File: config.mk
export PLATFORM = sky130hd
export DESIGN_NAME = bcd_display_ctrl
export DESIGN_NICKNAME = d
export VERILOG_FILES = /design/src/rtl/bcd_display_ctrl.sv
export SDC_FILE = /design/constraint.sdc
export NUM_CORES = 1
export LEC_CHECK = 0
export ABC_CLOCK_PERIOD_IN_PS = 3300
export BUFFER_PORTS_ARGS = -buffer_cell sky130_fd_sc_hd__buf_4
export CORE_UTILIZATION = 40
export DETAILED_ROUTE_END_ITERATION = 12
export PLACE_DENSITY = 0.68
export SETUP_SLACK_MARGIN = 0.1
export SLEW_MARGIN = 30
export SYNTH_ARGS = -nofsm -noshare
export SYNTH_HDL_FRONTEND = slang
export SYNTH_SLANG_ARGS = --single-unit
export TNS_END_PERCENT = 100
File: constraint.sdc
create_clock -name clk -period 3.3 [get_ports clk]
set_input_delay 0.99 -clock clk [delete_from_list [all_inputs] [get_ports clk]]
set_output_delay 0.99 -clock clk [all_outputs]
set_load 0.1 [all_outputs]
File: src/rtl/bcd_display_ctrl.sv
// Switch-driven 4-digit seven-segment controller: converts SW[11:0] to BCD
// (shift-and-add-3) or hex digits and latches the glyphs once per conversion.
module bcd_display_ctrl #(
    parameter bit SEG_ACTIVE_LOW = 1'b1,
    parameter bit BLANK_LZ       = 1'b1
) (
    input  logic        clk,
    input  logic        rst,
    input  logic [15:0] SW,
    output logic [6:0]  HEX_0,
    output logic [6:0]  HEX_1,
    output logic [6:0]  HEX_2,
    output logic [6:0]  HEX_3,
    output logic        busy,
    output logic        done
);

    typedef enum logic [1:0] {IDLE, SHIFT, LATCH} state_t;

    localparam logic [6:0] BLANK = SEG_ACTIVE_LOW ? 7'h7F : 7'h00;

    state_t      state, state_nxt;
    logic [12:0] key, key_nxt;
    logic        key_valid, key_valid_nxt;
    logic [11:0] value, value_nxt;
    logic [15:0] bcd, bcd_nxt;
    logic [3:0]  bit_cnt, bit_cnt_nxt;
    logic        busy_nxt, done_nxt;
    logic [6:0]  hex0_nxt, hex1_nxt, hex2_nxt, hex3_nxt;

    logic [12:0] sw_key;
    logic [15:0] digits;
    logic        sw_unused;

    assign sw_key    = {SW[14], SW[11:0]};
    assign sw_unused = &{1'b0, SW[13:12]};

    function automatic logic [6:0] glyph(input logic [3:0] d);
        logic [6:0] g;
        case (d)
            4'h0: g = 7'b1000000;
            4'h1: g = 7'b1111001;
            4'h2: g = 7'b0100100;
            4'h3: g = 7'b0110000;
            4'h4: g = 7'b0011001;
            4'h5: g = 7'b0010010;
            4'h6: g = 7'b0000010;
            4'h7: g = 7'b1111000;
            4'h8: g = 7'b0000000;
            4'h9: g = 7'b0010000;
            4'hA: g = 7'b0001000;
            4'hB: g = 7'b0000011;
            4'hC: g = 7'b1000110;
            4'hD: g = 7'b0100001;
            4'hE: g = 7'b0000110;
            default: g = 7'b0001110;
        endcase
        return SEG_ACTIVE_LOW ? g : ~g;
    endfunction

    function automatic logic [15:0] add3(input logic [15:0] b);
        logic [15:0] r;
        r = b;
        for (int i = 0; i < 4; i++) begin
            if (b[i*4 +: 4] >= 4'd5) r[i*4 +: 4] = b[i*4 +: 4] + 4'd3;
        end
        return r;
    endfunction

    // In hex mode the raw value never shifts, so its nibbles are the digits.
    assign digits = key[12] ? {4'h0, value} : bcd;

    always_comb begin
        state_nxt     = state;
        key_nxt       = key;
        key_valid_nxt = key_valid;
        value_nxt     = value;
        bcd_nxt       = bcd;
        bit_cnt_nxt   = bit_cnt;
        busy_nxt      = busy;
        done_nxt      = 1'b0;
        hex0_nxt      = HEX_0;
        hex1_nxt      = HEX_1;
        hex2_nxt      = HEX_2;
        hex3_nxt      = HEX_3;

        case (state)
            IDLE: begin
                if (!SW[15] && (!key_valid || sw_key != key)) begin
                    key_nxt     = sw_key;
                    value_nxt   = SW[11:0];
                    bcd_nxt     = 16'h0000;
                    bit_cnt_nxt = 4'd0;
                    busy_nxt    = 1'b1;
                    state_nxt   = SW[14] ? LATCH : SHIFT;
                end
            end
            SHIFT: begin
                {bcd_nxt, value_nxt} = {add3(bcd), value} << 1;
                bit_cnt_nxt = bit_cnt + 4'd1;
                if (bit_cnt == 4'd11) state_nxt = LATCH;
            end
            LATCH: begin
                hex0_nxt = glyph(digits[3:0]);
                hex1_nxt = (BLANK_LZ && digits[15:4] == 12'h000) ? BLANK : glyph(digits[7:4]);
                hex2_nxt = (BLANK_LZ && digits[15:8] == 8'h00) ? BLANK : glyph(digits[11:8]);
                hex3_nxt = (key[12] || (BLANK_LZ && digits[15:12] == 4'h0)) ? BLANK
                                                                             : glyph(digits[15:12]);
                key_valid_nxt = 1'b1;
                busy_nxt      = 1'b0;
                done_nxt      = 1'b1;
                state_nxt     = IDLE;
            end
            default: state_nxt = IDLE;
        endcase
    end

    always_ff @(posedge clk) begin
        if (rst) begin
            state     <= IDLE;
            key       <= 13'h0000;
            key_valid <= 1'b0;
            value     <= 12'h000;
            bcd       <= 16'h0000;
            bit_cnt   <= 4'd0;
            busy      <= 1'b0;
            done      <= 1'b0;
            HEX_0     <= BLANK;
            HEX_1     <= BLANK;
            HEX_2     <= BLANK;
            HEX_3     <= BLANK;
        end else begin
            state     <= state_nxt;
            key       <= key_nxt;
            key_valid <= key_valid_nxt;
            value     <= value_nxt;
            bcd       <= bcd_nxt;
            bit_cnt   <= bit_cnt_nxt;
            busy      <= busy_nxt;
            done      <= done_nxt;
            HEX_0     <= hex0_nxt;
            HEX_1     <= hex1_nxt;
            HEX_2     <= hex2_nxt;
            HEX_3     <= hex3_nxt;
        end
    end

endmodule

==> impl_metrics.csv, run 1 <==
group,metric,value,unit
timing,clock_skew,12.0,ps
floorplan,die_x,110,um
synth,synthMuxAreaShare,4.66,%
detailed_routing,vias,4077,
worst_setup_path,critical_path_class,"reg2reg",
floorplan,core_area,11100,sq um
grt,grt_start_max_net_pins,37,
detailed_routing,totalWireLength,11100,um
clocking,postCtsSetupRepairBufs,0,
floorplan,die_area,12000,sq um
clocking,cts_sinks,78,
run,drv_cap,0,
grt,antenna_found_initial,0,
synth,synth_top_family_by_area,"compound AO/OA/AOI/OAI gates",
floorplan,fp.dieH,110,um
synth,syn_inst,546,
synth,yosysSeqAreaShare,33.6,%
pwr,totalPowerFinal,2.56,mW
grt,grt_pass1_vias,3797,
synth,synth_commonest_cells,"dfxtp_1 (78), nor2_1 (61), nand2_1 (41), a21oi_1 (40), o21ai_0 (39)",
clocking,clkSlewWorstSetupHoldPaths,60,ps
detailed_routing,dr.pass1.iters,4,
timing,finalSetupTns,0,ps
synth,yosys_register_bits,78,
synth,synth-xor-area-share,4.12,%
worst_setup_path,cp_slowest_cell,"dfxtp_2",
floorplan,io_pins,48,
finish,syn_to_final_growth,15.5,%
synth,yosys_warnings,0,
detailed_routing,ant_nets,0,
timing,worstMarginPinSlew,925,ps
synth,yosysMostFrequentCell,"dfxtp_1",
worst_setup_path,worstPathRequired,3520,ps
place,gp_congestion,0.907,
clocking,clock_latency,350,ps
detailed_routing,drc,0,
timing,rsz0062_at_grt,"false",
synth,synthesis.nets,597,
synth,synth_top_cell_area_share,33.6,%
pwr,p_sw_share,31.9,%
place,io_buffers,45,
worst_setup_path,cpPeakStageDelay,670,ps
clocking,ctsHoldBuffers,0,
clocking,cts-resized-gates,0,
synth,synth_area_leaders,"dfxtp_1 (34%), ha_1 (8.9%), nor2_1 (4.9%)",
pwr,power.leakage,2.12,nW
pwr,power_frac_comb,18.9,%
floorplan,start_util,41.9,%
timing,post-route-min-period,2510,ps
worst_hold_path,min_path_type,"reg2reg",
timing,max_clock_freq,399,MHz
clocking,htree_num_levels,3,
floorplan,rows,38,
detailed_routing,drtIter0Drc,199,
clocking,numCtsBuffers,9,
place,dp_hpwl,7830,um
clocking,cts_root_buf,"clkbuf_16",
detailed_routing,highest_layer,"met4",
synth,netlist_area,4640,sq um
timing,setup_viol,0,
timing,maxSlewViolCount,0,
clocking,cts_tree,"built",
timing,max-slew-margin-rel,38.4,%
worst_setup_path,end_kind,"register",
synth,ys.flop_type,"dfxtp_1",
pwr,clockPowerShare,40.1,%
synth,yosysTopAreaCell,"dfxtp_1",
synth,avgSynthCellArea,8.50,sq um
detailed_routing,viasPerCell,5.64,
finish,n_antenna_cell,0,
finish,fin_nets,629,
finish,drive_above_1_share,17.8,%
worst_setup_path,path_delay_family,"flip-flops",
finish,fillers,1056,
synth,synth-simple-area-share,17.4,%
worst_setup_path,crit_buf_inv,1,
grt,grt_overflow_total,0,
detailed_routing,dr_wl_met2,5280,um
pwr,p_sw,816,uW
synth,synthArstFlopShare,0,%
synth,synth_edf_count,0,
finish,utilization,48.4,%
timing,worst_hold_slack,463,ps
pwr,seq_power_share,41.0,%
synth,ys_types,57,
status,status,"finished clean",
synth,synthAdderAreaFrac,8.89,%
worst_setup_path,cp_cell_sequence,"buf_4, mux2i_1, nand2_1, a32oi_1, nor2_1, a211o_1",
grt,grt_pass1_wl,18200,um
detailed_routing,wl_per_cell,15.3,um
timing,hold_viol,0,
worst_setup_path,critPathArrivalTime,2730,ps
detailed_routing,wl_met1,5080,um
timing,min_period_over_period,76.0,%
clocking,clockBufferDepth,2,
pwr,intPower,1.75,mW
synth,synth_compound_gate_area_share,25.6,%
pwr,power_density,478,nW/um^2
worst_setup_path,worstPathMaxFanout,21,
grt,track_usage,19.5,%
detailed_routing,wl_met3,517,um
pwr,ir_drop,0.000332,V
worst_setup_path,start_kind,"register",
-- per-stage QoR --
stage | worst slack, ps | std cells | instance area, sq um
floorplan | 764 | 546 | 4640
global placement | 530 | 707 | 5050
detailed placement | 470 | 707 | 5050
CTS | 463 | 723 | 5360
global route | 582 | 723 | 5360
finish | 792 | 723 | 5360
-- power groups by stage --
stage | logic (mW) | clock network (mW) | registers [mW]
floorplan | 0.251 | 0 | 1.18
detailed placement | 0.481 | 0 | 1.07
global route | 0.519 | 1.08 | 1.06
finish | 0.483 | 1.03 | 1.05
CTS | 0.483 | 1.04 | 1.05
global placement | 0.470 | 0 | 1.07
-- kinds of logic (layout without fill, tap and decap cells) --
| family | after synthesis | count (layout) |
|---|---|---|
| and+or+nand+nor | 173 | 173 |
| AOI/OAI and AO/OA | 167 | 167 |
| DFF | 78 | 78 |
| buffers and inverters | 56 | 93 |
| adders and majority gates | 33 | 33 |
| xor gates and xnor gates | 21 | 21 |
| muxes | 18 | 18 |
-- per-layer routing --
metal | up-vias | track usage, %
li1 | 2020 | -
met1 | 1921 | 24.2
met2 | 117 | 33.2
met3 | 19 | 3.73
met4 | 0 | 7.90
met5 | - | 0
-- cell usage in the layout (no fill, tap or decap), drive strengths merged, types with 8 or more instances in the layout --
cell,instances
dfxtp,78
nor2,62
buf,56
nand2,42
a21oi,40
o21ai,39
ha,33
inv,24
nand2b,21
xnor2,17
nand3,16
a22o,14
nor3,13
o221a,11
o21bai,10
mux2i,10
clkbuf,9
a211oi,8
-- final cells by class --
class	instances	area, sq um	area share [%]
repair buffers	56	420	7.84
clock inverters	7	80.1	1.49
flip-flops and latches	78	1560	29.1
multi-input cells	412	2820	52.6
well taps	140	175	3.27
clock buffers	9	225	4.20
inverters	21	78.8	1.47
-- flip-flops by register name, indices dropped and copies added, names as in the netlist --
register	flops
bcd	16
key	13
value	12
HEX_0	7
HEX_1	7
HEX_2	7
HEX_3	7
bit_cnt	4
state	2
busy	1
done	1
key_valid	1
-- worst paths after layout --
| path | end | slack (ps) | from | cells past startpoint |
|---|---|---|---|---|
| min | HEX_0[0] | 460 | HEX_0[0] | 1 |
| min reg2reg | HEX_0[0] | 460 | HEX_0[0] | 1 |
| max | HEX_0[1] | 790 | key[12] | 6 |
| max reg2reg | HEX_0[1] | 790 | key[12] | 6 |
No activity file was read; power rests on OpenSTA's default activity.
==> inputs of run 2 (changes only) <==
- ABC_AREA: unset -> 1
- ABC_CLOCK_PERIOD_IN_PS: 3300 -> 2200
- PLACE_DENSITY: 0.68 -> 0.7
- clock period: 3.3 -> 2.2 ns (I/O delays scaled with it)
==> run 2 against run 1 <==
Compared with the run above:
- final area up 2.6%
- setup slack got worse by 530 ps
- global-route usage rose by 0.79 points
- clock power up 57%
- highest routed layer unchanged
==> impl_metrics.csv, run 2 <==
group,metric,value,unit
status,status,"finished clean",
finish,utilization,49.9,%
grt,track_usage,20.3,%
finish,fillers,1071,
synth,synth-xor-area-share,0.948,%
detailed_routing,wl_per_cell,12.7,um
timing,clock_skew,7.01,ps
detailed_routing,viasPerCell,5.12,
timing,hold_viol,0,
timing,rsz0062_at_grt,"true",
clocking,htree_num_levels,3,
detailed_routing,drc,0,
grt,grt_start_max_net_pins,38,
worst_setup_path,end_kind,"register",
floorplan,start_util,41.9,%
timing,min_period_over_period,88.3,%
synth,yosysSeqAreaShare,33.8,%
clocking,clockBufferDepth,2,
clocking,cts_tree,"built",
finish,syn_to_final_growth,19.1,%
worst_setup_path,start_kind,"register",
grt,grt_overflow_total,0,
timing,setup_ws,257,ps
synth,synth_area_leaders,"dfxtp_1 (34%), nand2_1 (12%), ha_1 (8.9%)",
synth,synth-simple-area-share,25.9,%
clocking,cts_root_buf,"clkbuf_16",
place,dp.cells,865,
place,place_ws,121,ps
finish,fin_nets,787,
synth,synthMuxAreaShare,0,%
detailed_routing,totalWireLength,11200,um
worst_setup_path,worstPathMaxFanout,5,
finish,drive_above_1_share,13.5,%
synth,synth_top_family_by_area,"simple AND/OR/NAND/NOR gates",
worst_setup_path,reg2reg_depth,9,
clocking,clkSlewWorstSetupHoldPaths,60,ps
synth,synth_compound_gate_area_share,20.7,%
finish,regArea,1560,sq um
finish,finalNonFillerCells,881,
finish,fin_area,5500,sq um
worst_setup_path,critPathArrivalTime,2170,ps
pwr,power.leakage,2.33,nW
synth,ys.flop_type,"dfxtp_1",
synth,yosys_register_bits,78,
floorplan,rows,38,
pwr,ir_drop,0.000642,V
place,io_buffers,45,
detailed_routing,vias,4508,
worst_setup_path,cp_slowest_cell,"dfxtp_2",
floorplan,die_area,12000,sq um
grt,grt_pass1_vias,4258,
run,drv_cap,0,
worst_setup_path,cpPeakStageDelay,380,ps
synth,yosys_warnings,0,
synth,synth_top_cell_area_share,33.8,%
floorplan,die_x,109,um
detailed_routing,dr.pass1.iters,5,
synth,netlist_area,4620,sq um
timing,finalSetupTns,0,ps
place,place_area,5150,sq um
finish,top_regs,"bcd: 16 flops, key: 13 flops, value: 12 flops",
timing,max-slew-margin-rel,63.7,%
synth,ys_types,34,
synth,syn_inst,689,
synth,synthesis.nets,740,
worst_setup_path,critical_path_class,"reg2reg",
synth,synth_commonest_cells,"nand2_1 (153), inv_1 (80), dfxtp_1 (78), a21oi_1 (76), nor2_1 (65)",
grt,antenna_found_initial,0,
clocking,clock_latency,350,ps
worst_hold_path,min_path_cells,2,
grt,grt_pass1_wl,19100,um
worst_setup_path,critPathMostFrequentCell,"nand2_1",
synth,synth_edf_count,0,
worst_hold_path,min_path_type,"reg2reg",
clocking,numCtsBuffers,9,
timing,worstMarginPinSlew,539,ps
timing,max_clock_freq,515,MHz
synth,yosysTopAreaCell,"dfxtp_1",
finish,top_register,"bcd",
finish,n_antenna_cell,0,
worst_setup_path,worstPathRequired,2420,ps
finish,layout_commonest_cell,"nand2_1",
floorplan,io_pins,48,
timing,maxSlewViolCount,0,
finish,final_cell_mix,"nand2_1 (153), inv_1 (79), dfxtp_1 (77), a21oi_1 (76), nor2_1 (63)",
synth,synthArstFlopShare,0,%
place,gp_congestion,0.882,
worst_setup_path,cp_cell_sequence,"inv_2, or2_2, o21ai_1, inv_1, ha_1, nand2_1, a21oi_1, o31ai_1, nand2_1",
synth,avgSynthCellArea,6.71,sq um
synth,synthAdderAreaFrac,8.94,%
clocking,cts_sinks,78,
finish,largest_reg_flops,16,
clocking,postCtsSetupRepairBufs,0,
timing,post-route-min-period,1940,ps
place,dp_hpwl,7940,um
floorplan,core_area,11000,sq um
detailed_routing,ant_nets,0,
detailed_routing,drtIter0Drc,375,
floorplan,fp.dieH,109,um
timing,setup_viol,0,
pwr,power_density,748,nW/um^2
synth,yosysMostFrequentCell,"nand2_1",
finish,multi_input_area,2640,sq um
[run 2: cell types whose count changed in the layout (fill, tap and decap cells not counted), moves of 14 or more]
cell	previous run	this run
o21ai_0	39	61
a21oi_1	40	76
a22o_1	14	0
xnor2_1	16	2
nand2_1	41	153
nand2b_1	21	0
nand3_1	16	48
inv_1	20	79
[run 2: power breakdown]
part	switching, mW	internal [mW]	leakage (nW)
logic	0.667	0.253	1.54
clock network	0.602	1.02	0.154
registers	0.0655	1.51	0.638
[run 2: routing by layer]
metal | part of all wire, % | GRT usage [%] | up-vias
met5 | 0 | 0 | -
met1 | 46 | 24.2 | 2026
li1 | - | - | 2356
met4 | 1.4 | 7.33 | 0
met3 | 5.2 | 4.68 | 16
met2 | 47 | 35.6 | 110
[run 2: logic make-up (layout without fill, tap and decap cells)]
| kind of cell | Yosys count | in the layout |
|---|---|---|
| buffers and inverters | 111 | 163 |
| XOR/XNOR | 5 | 5 |
| flip-flops | 78 | 78 |
| adder cells (fa/ha/maj) | 33 | 33 |
| AO/OA/AOI/OAI | 175 | 175 |
| AND/OR/NAND/NOR | 287 | 287 |
[run 2: path summary, 6_finish.rpt]
path / startpoint / endpoint / slack [ps]
max: key[12] / HEX_0[3] / 260
min: HEX_2[3] / HEX_2[3] / 470
max reg2reg: key[12] / HEX_0[3] / 260
min reg2reg: HEX_2[3] / HEX_2[3] / 470
[run 2: worst max-delay path: cells and delay by family (launching register included)]
kind                     cells  cell delay [ps]
AO/OA/AOI/OAI                3              530
flip-flops                   1              380
adder cells (fa/ha/maj)      1              230
buffers and inverters        2              240
AND/OR/NAND/NOR              3              450
[run 2: layout make-up]
| class | count | share of cell area [%] |
|---|---|---|
| clock buffer | 10 | 4.34 |
| clock inverter | 6 | 1.55 |
| inverter | 84 | 5.80 |
| multi-input combinational | 500 | 47.9 |
| sequential | 78 | 28.4 |
| tap | 140 | 3.18 |
| timing repair buffer | 63 | 8.82 |
[run 2: through the flow]
stage	hold slack [ps]	total power, mW
floorplan	439	2.29
global placement	452	2.50
detailed placement	456	2.51
CTS	470	4.13
global route	490	4.31
finish	467	4.11
[run 2: timing repair]
item,4_1_cts,5_1_grt
hold buffers,0,0
resized for setup,0,11
setup endpoints to repair,0,25
